===== src/rtl/spi_master_ctrl.sv =====
// spi_master_ctrl: SPI mode-0 (CPOL=0, CPHA=0) master sequencer.
// Runs one multi-byte frame per request. sclk is derived from clk by
// counting CLK_DIV system cycles per half-period. Data is MSB first in
// both directions. Every bus-facing output comes straight from a flop.
module spi_master_ctrl #(
    parameter int CLK_DIV = 4,
    parameter int DATA_W  = 8
) (
    input  logic              clk,
    input  logic              rst,
    input  logic              start,
    input  logic [3:0]        len,
    input  logic [DATA_W-1:0] tx_data,
    input  logic              tx_valid,
    output logic              tx_ready,
    output logic [DATA_W-1:0] rx_data,
    output logic              rx_valid,
    output logic              busy,
    output logic              done,
    output logic              sclk,
    output logic              cs,
    output logic              mosi,
    input  logic              miso
);

    localparam int CNT_W = (CLK_DIV > 1) ? $clog2(CLK_DIV) : 1;
    localparam int BIT_W = $clog2(DATA_W);

    typedef enum logic [2:0] {
        S_IDLE  = 3'd0,
        S_SETUP = 3'd1,
        S_LOAD  = 3'd2,
        S_SHIFT = 3'd3,
        S_HOLD  = 3'd4,
        S_GAP   = 3'd5
    } state_t;

    state_t             r_state;
    logic [CNT_W-1:0]   r_cnt;       // cycles spent in the current phase
    logic [BIT_W-1:0]   r_bit;       // bit index inside the current byte
    logic [3:0]         r_left;      // bytes remaining after the current one
    logic [DATA_W-1:0]  r_tx_sh;
    logic [DATA_W-1:0]  r_rx_sh;
    logic [DATA_W-1:0]  r_rx_data;
    logic               r_rx_valid;
    logic               r_tx_ready;
    logic               r_busy;
    logic               r_done;
    logic               r_sclk;
    logic               r_cs;
    logic               r_mosi;

    logic               w_phase_end;
    logic               w_last_bit;

    assign w_phase_end = (r_cnt == CNT_W'(CLK_DIV - 1));
    assign w_last_bit  = (r_bit == BIT_W'(DATA_W - 1));

    // Frame sequencer: state, phase timing, shift registers and all outputs.
    always_ff @(posedge clk) begin
        if (rst) begin
            r_state    <= S_IDLE;
            r_cnt      <= '0;
            r_bit      <= '0;
            r_left     <= 4'd0;
            r_tx_sh    <= '0;
            r_rx_sh    <= '0;
            r_rx_data  <= '0;
            r_rx_valid <= 1'b0;
            r_tx_ready <= 1'b0;
            r_busy     <= 1'b0;
            r_done     <= 1'b0;
            r_sclk     <= 1'b0;
            r_cs       <= 1'b1;
            r_mosi     <= 1'b0;
        end else begin
            // Strobes last exactly one cycle unless re-asserted below.
            r_done     <= 1'b0;
            r_rx_valid <= 1'b0;
            case (r_state)
                S_IDLE: begin
                    r_mosi <= 1'b0;
                    if (start) begin
                        r_left  <= len;
                        r_cs    <= 1'b0;
                        r_busy  <= 1'b1;
                        r_cnt   <= '0;
                        r_state <= S_SETUP;
                    end else begin
                        r_state <= S_IDLE;
                    end
                end
                S_SETUP: begin
                    if (w_phase_end) begin
                        r_cnt      <= '0;
                        r_tx_ready <= 1'b1;
                        r_state    <= S_LOAD;
                    end else begin
                        r_cnt <= r_cnt + CNT_W'(1);
                    end
                end
                S_LOAD: begin
                    // Stall here with sclk low for as long as no byte is offered.
                    if (tx_valid && r_tx_ready) begin
                        r_tx_sh    <= tx_data;
                        r_mosi     <= tx_data[DATA_W-1];
                        r_tx_ready <= 1'b0;
                        r_bit      <= '0;
                        r_cnt      <= '0;
                        r_state    <= S_SHIFT;
                    end else begin
                        r_state <= S_LOAD;
                    end
                end
                S_SHIFT: begin
                    if (!w_phase_end) begin
                        r_cnt <= r_cnt + CNT_W'(1);
                    end else if (!r_sclk) begin
                        // Rising sclk: sample miso into the receive shifter.
                        r_cnt   <= '0;
                        r_sclk  <= 1'b1;
                        r_rx_sh <= {r_rx_sh[DATA_W-2:0], miso};
                    end else begin
                        // Falling sclk: either finish the byte or present the next bit.
                        r_cnt  <= '0;
                        r_sclk <= 1'b0;
                        if (w_last_bit) begin
                            r_rx_data  <= r_rx_sh;
                            r_rx_valid <= 1'b1;
                            if (r_left == 4'd0) begin
                                r_state <= S_HOLD;
                            end else begin
                                r_left     <= r_left - 4'd1;
                                r_tx_ready <= 1'b1;
                                r_state    <= S_LOAD;
                            end
                        end else begin
                            r_bit   <= r_bit + BIT_W'(1);
                            r_tx_sh <= {r_tx_sh[DATA_W-2:0], 1'b0};
                            r_mosi  <= r_tx_sh[DATA_W-2];
                        end
                    end
                end
                S_HOLD: begin
                    if (w_phase_end) begin
                        r_cnt   <= '0;
                        r_cs    <= 1'b1;
                        r_mosi  <= 1'b0;
                        r_state <= S_GAP;
                    end else begin
                        r_cnt <= r_cnt + CNT_W'(1);
                    end
                end
                S_GAP: begin
                    if (w_phase_end) begin
                        r_cnt   <= '0;
                        r_done  <= 1'b1;
                        r_busy  <= 1'b0;
                        r_state <= S_IDLE;
                    end else begin
                        r_cnt <= r_cnt + CNT_W'(1);
                    end
                end
                default: begin
                    r_state    <= S_IDLE;
                    r_cnt      <= '0;
                    r_tx_ready <= 1'b0;
                    r_busy     <= 1'b0;
                    r_sclk     <= 1'b0;
                    r_cs       <= 1'b1;
                    r_mosi     <= 1'b0;
                end
            endcase
        end
    end

    assign tx_ready = r_tx_ready;
    assign rx_data  = r_rx_data;
    assign rx_valid = r_rx_valid;
    assign busy     = r_busy;
    assign done     = r_done;
    assign sclk     = r_sclk;
    assign cs       = r_cs;
    assign mosi     = r_mosi;

endmodule

===== config.mk =====
export PLATFORM = sky130hd
export DESIGN_NAME = spi_master_ctrl
export DESIGN_NICKNAME = d
export VERILOG_FILES = /design/src/rtl/spi_master_ctrl.sv
export SDC_FILE = /design/constraint.sdc
export NUM_CORES = 1
export LEC_CHECK = 0
export ABC_CLOCK_PERIOD_IN_PS = 1800
export BUFFER_PORTS_ARGS = -buffer_cell sky130_fd_sc_hd__clkbuf_2
export CAP_MARGIN = 15
export CORE_MARGIN = 1
export CORE_UTILIZATION = 45
export CTS_CLUSTER_SIZE = 10
export DETAILED_ROUTE_END_ITERATION = 6
export HOLD_SLACK_MARGIN = 0.12
export PLACE_DENSITY_LB_ADDON = 0.05
export SYNTH_ARGS = -nofsm -noshare
export SYNTH_HDL_FRONTEND = slang
export SYNTH_SLANG_ARGS = --single-unit
export TNS_END_PERCENT = 100

===== constraint.sdc =====
create_clock -name clk -period 1.8 [get_ports clk]
set_input_delay 0.36 -clock clk [delete_from_list [all_inputs] [get_ports clk]]
set_output_delay 0.36 -clock clk [all_outputs]
set_load 0.02 [all_outputs]

==> results.json, run 1 <==
{
  "core_region_area_um2": 4350,
  "die_y_um": 69.4,
  "internal-power_mw": 1.56,
  "hold_slack_ns": 0.299,
  "cts_tree": "done",
  "ctsHtreeMaxLevel": 2,
  "start_util_pct": 47.0,
  "hold_viol_final": 0,
  "dp_cells": 319,
  "crit_top_cell": "ha_1",
  "nNetsFinal": 297,
  "switching_share_pct": 33.1,
  "power_density_nw_per_um2": 952,
  "finClkSkew_ns": 0.00990,
  "syn_nets": 256,
  "p_total_mw": 2.33,
  "grt_pass1_vias": 1616,
  "drtIter0Drc": 93,
  "switching_power_mw": 0.770,
  "rsz0062_at_grt": "yes",
  "clkLatencyLatePin_ns": 0.29,
  "synth_top_family_by_area": "simple AND/OR/NAND/NOR gates",
  "synth_xor_xnor_area_share_pct": 0,
  "status": "completed",
  "clockPowerShare_pct": 26.1,
  "syn_to_final_growth_pct": 19.4,
  "chipWidth_um": 69.4,
  "die-area_um2": 4820,
  "drt-total-wl_um": 4420,
  "p_leak_nw": 0.959,
  "path_clk_slew_ns": 0.09,
  "worstSetupStartpointType": "register",
  "worstPathMaxFanout": 4,
  "period_needed_ns": 1.72,
  "antenna_found_initial": 0,
  "yosysWarnings": 0,
  "path_cells": "ha_1, ha_1, and3_1, nor2_1, or4b_1, a31oi_1",
  "period_share_pct": 95.3,
  "num_vias": 1754,
  "drc": 0,
  "setup_viol": 0,
  "rows": 24,
  "ys_seq_area_share_pct": 41.1,
  "viasPerCell": 5.36,
  "synth_edf_count": 0,
  "pwr-share-seq_pct": 46.0,
  "yosys_register_bits": 42,
  "post_cts_resized": 0,
  "pwr-share-comb_pct": 27.9,
  "numCtsBuffers": 5,
  "final_cell_mix": "41 x dfxtp_1, 39 x nor2_1, 31 x clkbuf_2",
  "critical_path_class": "reg2reg",
  "fmax_ghz": 0.583,
  "crit_required_ns": 2.02,
  "irDropWorstVdd_v": 0.000417,
  "ys_types": 45,
  "drv_slew": 0,
  "synthFlopType": "dfxtp_1",
  "hp-class": "in2reg",
  "grtUsageTotal_pct": 19.0,
  "slew_headroom_pct": 60.9,
  "wl_per_cell_um": 13.5,
  "drive_above_1_share_pct": 25.5,
  "muxShareOfSynthArea_pct": 8.87,
  "cp_slowest_cell": "or4b_1",
  "dp_slack_ns": 0.0821,
  "arrival_ns": 1.94,
  "netlist_area_um2": 2050,
  "hpwl_um": 3280,
  "timing.critical_path.buf_inv": 0,
  "gp_congestion": 0.875,
  "diodes": 0,
  "fin_util_pct": 56.1,
  "cts-root-buf": "clkbuf_8",
  "worst_slack_ns": 0.0838,
  "syn_inst": 233,
  "ctsLongestPathBuffers": 2,
  "critPathCaptureType": "register",
  "grt_max_degree": 25,
  "cpLargestDelayFamily": "simple AND/OR/NAND/NOR gates",
  "cts_setup_buffers": 0,
  "holdBufCountCts": 0,
  "syn_avg_cell_area_um2": 8.78,
  "grt_pass1_wl_um": 7460,
  "final_antenna_net_count": 0,
  "drt_first_pass_iters": 4,
  "layout_commonest_cell": "dfxtp_1",
  "finalNonFillerCells": 327,
  "synth_compound_area_share_pct": 18.1,
  "portBuffers": 31,
  "worst_pin_slew_ns": 0.572,
  "async_flop_share_pct": 0,
  "synthAdderAreaFrac_pct": 3.67,
  "grt_overflow": 0,
  "clock_sinks": 42,
  "ios": 32,
  "max_stage_delay_ns": 0.51,
  "synth-simple-area-share_pct": 23.1,
  "max_cap_violations": 0
}
[worst paths after layout]
check                    end  depth (start not counted)        from  slack [ns]
hold reg to reg   r_tx_sh[2]                          2  r_tx_sh[1]        0.47
hold / removal    r_tx_sh[2]                          3  tx_data[2]        0.30
setup reg to reg    tx_ready                          6    r_bit[0]        0.08
setup / recovery    tx_ready                          6    r_bit[0]        0.08
[routing by layer]
metal | vias up | wire length, um | track usage, %
met1 | 808 | 2230 | 26.3
met2 | 36 | 2000 | 30.0
li1 | 906 | - | -
met3 | 4 | 160 | 4.94
met4 | 0 | 33 | 3.40
met5 | - | 0 | 0
[power by group through the flow]
stage	registers (mW)	logic, mW	clock network, mW
2_1_floorplan	1.07	0.477	0
3_3_place_gp	1.08	0.635	0
3_5_place_dp	1.08	0.633	0
4_1_cts	1.06	0.636	0.632
5_1_grt	1.08	0.722	0.672
6_report	1.07	0.648	0.608
[logic make-up (layout without fill, tap and decap cells)]
kind of cell	after synthesis	count (layout)
multiplexers	18	18
flip-flops	42	42
AO/OA/AOI/OAI	51	51
AND/OR/NAND/NOR	94	94
adder cells (fa/ha/maj)	6	6
buffers and inverters	22	64
[state kept, by name (all words and copies together) (netlist names), 2 cells and up]
| register | cells |
|---|---|
| r_cnt | 2 |
| r_rx_sh | 8 |
| r_tx_sh | 7 |
| r_left | 4 |
| r_state | 3 |
| r_bit | 3 |
| rx_data | 8 |
[layout make-up]
| cell class | instances | area (um^2) |
|---|---|---|
| Tap cell | 52 | 65.1 |
| Sequential cell | 42 | 842 |
| Clock inverter | 3 | 21.3 |
| Clock buffer | 5 | 68.8 |
| Inverter | 6 | 22.5 |
| Multi-Input combinational cell | 169 | 1110 |
| Fill cell | 421 | 1910 |
| Timing Repair Buffer | 50 | 310 |
[worst reg2reg max path: stages, from the launching register on]
cell     delay, ns
dfxtp_1       0.36
ha_1          0.16
ha_1          0.22
and3_1        0.20
nor2_1        0.06
or4b_1        0.51
a31oi_1       0.13
[through the flow]
step                area (um^2)  setup TNS (ns)
finish                     2440               0
CTS                        2430               0
global route               2440         -0.0355
detailed placement         2340               0
floorplan                  2050               0
global placement           2340               0
[Yosys cell counts (2+ instances only)]
cell,instances,area share (%)
nor2b_1,2,0.61
a21oi_1,14,3.4
clkbuf_1,9,1.7
nand3b_1,3,1.1
a22o_1,2,0.86
buf_2,4,0.98
buf_6,2,1.1
and3_1,2,0.61
nor3_1,6,1.5
nand2b_1,7,2.1
nand2_1,20,3.7
inv_1,6,1.1
ha_1,6,3.7
a2111oi_0,2,0.86
a22oi_1,4,1.5
o21ai_0,4,0.98
dfxtp_1,42,41
a2bb2oi_1,2,0.86
nand3_1,3,0.73
mux2i_1,17,8.3
nor2_1,39,7.2
o22ai_1,2,0.61
o32ai_1,2,0.86
a311oi_1,7,3.0
a211oi_1,6,2.2
(Power assumes the default switching activity.)
==> run 2: changes to the inputs <==
--- a/config.mk
+++ b/config.mk
@@ -8,12 +8,14 @@
 export ABC_CLOCK_PERIOD_IN_PS = 1800
 export BUFFER_PORTS_ARGS = -buffer_cell sky130_fd_sc_hd__clkbuf_2
 export CAP_MARGIN = 15
+export CELL_PAD_IN_SITES_DETAIL_PLACEMENT = 0
+export CELL_PAD_IN_SITES_GLOBAL_PLACEMENT = 1
 export CORE_MARGIN = 1
-export CORE_UTILIZATION = 45
+export CORE_UTILIZATION = 42
 export CTS_CLUSTER_SIZE = 10
 export DETAILED_ROUTE_END_ITERATION = 6
 export HOLD_SLACK_MARGIN = 0.12
-export PLACE_DENSITY_LB_ADDON = 0.05
+export PLACE_DENSITY_LB_ADDON = 0.1
 export SYNTH_ARGS = -nofsm -noshare
 export SYNTH_HDL_FRONTEND = slang
 export SYNTH_SLANG_ARGS = --single-unit
==> results.json, run 2 (same netlist as run 1, synthesis figures left out) <==
{
  "arrival_ns": 1.91,
  "gp_congestion": 0.806,
  "syn_to_final_growth_pct": 20.6,
  "fmax_ghz": 0.596,
  "finClkSkew_ns": 0.00412,
  "start_util_pct": 43.6,
  "p_leak_nw": 0.958,
  "timing.critical_path.buf_inv": 0,
  "die_y_um": 71.8,
  "worst_pin_slew_ns": 0.399,
  "pwr-share-seq_pct": 44.9,
  "grt_overflow": 0,
  "rsz0062_at_grt": "no",
  "drt_first_pass_iters": 4,
  "rows": 25,
  "status": "completed",
  "max_stage_delay_ns": 0.51,
  "crit_required_ns": 2.03,
  "period_needed_ns": 1.68,
  "grt_pass1_wl_um": 7670,
  "viasPerCell": 5.31,
  "ctsHtreeMaxLevel": 2,
  "die-area_um2": 5150,
  "cts_setup_buffers": 0,
  "clock_sinks": 42,
  "setup_viol": 0,
  "clkLatencyLatePin_ns": 0.30,
  "irDropWorstVdd_v": 0.000422,
  "internal-power_mw": 1.58,
  "switching_share_pct": 33.3,
  "drtIter0Drc": 60,
  "path_clk_slew_ns": 0.09,
  "fin_util_pct": 52.6,
  "cts_tree": "done",
  "numCtsBuffers": 5,
  "worstSetupStartpointType": "register",
  "cts-root-buf": "clkbuf_8",
  "core_region_area_um2": 4690,
  "critPathCaptureType": "register",
  "hold_slack_ns": 0.295,
  "diodes": 0,
  "pwr-share-comb_pct": 28.8,
  "power_density_nw_per_um2": 960,
  "worstPathMaxFanout": 4,
  "ios": 32,
  "post_cts_resized": 0,
  "wl_per_cell_um": 13.7,
  "fin_tns_setup_ns": 0,
  "holdBufCountCts": 0,
  "clockPowerShare_pct": 26.3,
  "hold_viol_final": 0,
  "dp_cells": 323,
  "hp-class": "in2reg",
  "drv_slew": 0,
  "chipWidth_um": 71.8,
  "period_share_pct": 93.2,
  "slew_headroom_pct": 72.7,
  "drt-total-wl_um": 4530,
  "drc": 0,
  "final_cell_mix": "41 x dfxtp_1, 39 x nor2_1, 31 x clkbuf_2",
  "portBuffers": 31,
  "drive_above_1_share_pct": 27.1,
  "nNetsFinal": 299,
  "grt_max_degree": 19,
  "hpwl_um": 3280,
  "grtUsageTotal_pct": 19.1,
  "layout_commonest_cell": "dfxtp_1",
  "final_antenna_net_count": 0,
  "ctsLongestPathBuffers": 2,
  "max_cap_violations": 0,
  "cpLargestDelayFamily": "simple AND/OR/NAND/NOR gates",
  "grt_pass1_vias": 1610,
  "antenna_found_initial": 0,
  "path_cells": "ha_1, ha_2, and3_4, nor2_1, or4b_1, a31oi_1",
  "cp_slowest_cell": "or4b_1",
  "finalNonFillerCells": 331,
  "critical_path_class": "reg2reg",
  "num_vias": 1758,
  "switching_power_mw": 0.789
}
[run 2: routing by layer]
metal	global-route usage (%)	routed length, um	up-vias
met1	26.4	2290	815
li1	-	-	911
met4	6.54	59	0
met2	29.0	2010	26
met3	4.64	176	6
met5	0	0	-
[run 2: final cells by class]
type / count / area (um^2)
clock buffers: 5 / 68.8
clock inverters: 3 / 21.3
fillers: 465 / 2230
inverters: 6 / 22.5
multi-input cells: 169 / 1120
flip-flops and latches: 42 / 842
well taps: 54 / 67.6
repair buffers: 52 / 325
[run 2: final timing paths]
path | from | end | slack (ns) | cells after the start
max | r_bit[0] | tx_ready | 0.12 | 6
min | miso | r_rx_sh[0] | 0.30 | 3
max reg2reg | r_bit[0] | tx_ready | 0.12 | 6
min reg2reg | r_bit[0] | r_bit[0] | 0.45 | 1
[run 2: stage by stage]
step	instance area (um^2)	power [mW]	setup slack (ns)
detailed placement	2350	1.74	0.0935
finish	2470	2.37	0.122
global placement	2350	1.75	0.109
floorplan	2050	1.54	0.126
global route	2470	2.52	0.00529
CTS	2440	2.37	0.0783
[run 2: worst min-delay path, cell delays in order]
cell and delay [ns]:
clkbuf_2 0.08, mux2i_1 0.06, nor2_1 0.07
[run 2: power groups by stage]
stage          logic, mW  clock network (mW)  registers [mW]
2_1_floorplan      0.477                   0            1.07
3_3_place_gp       0.665                   0            1.08
3_5_place_dp       0.660                   0            1.08
4_1_cts            0.663               0.649            1.06
5_1_grt            0.764               0.677            1.08
6_report           0.681               0.623            1.06
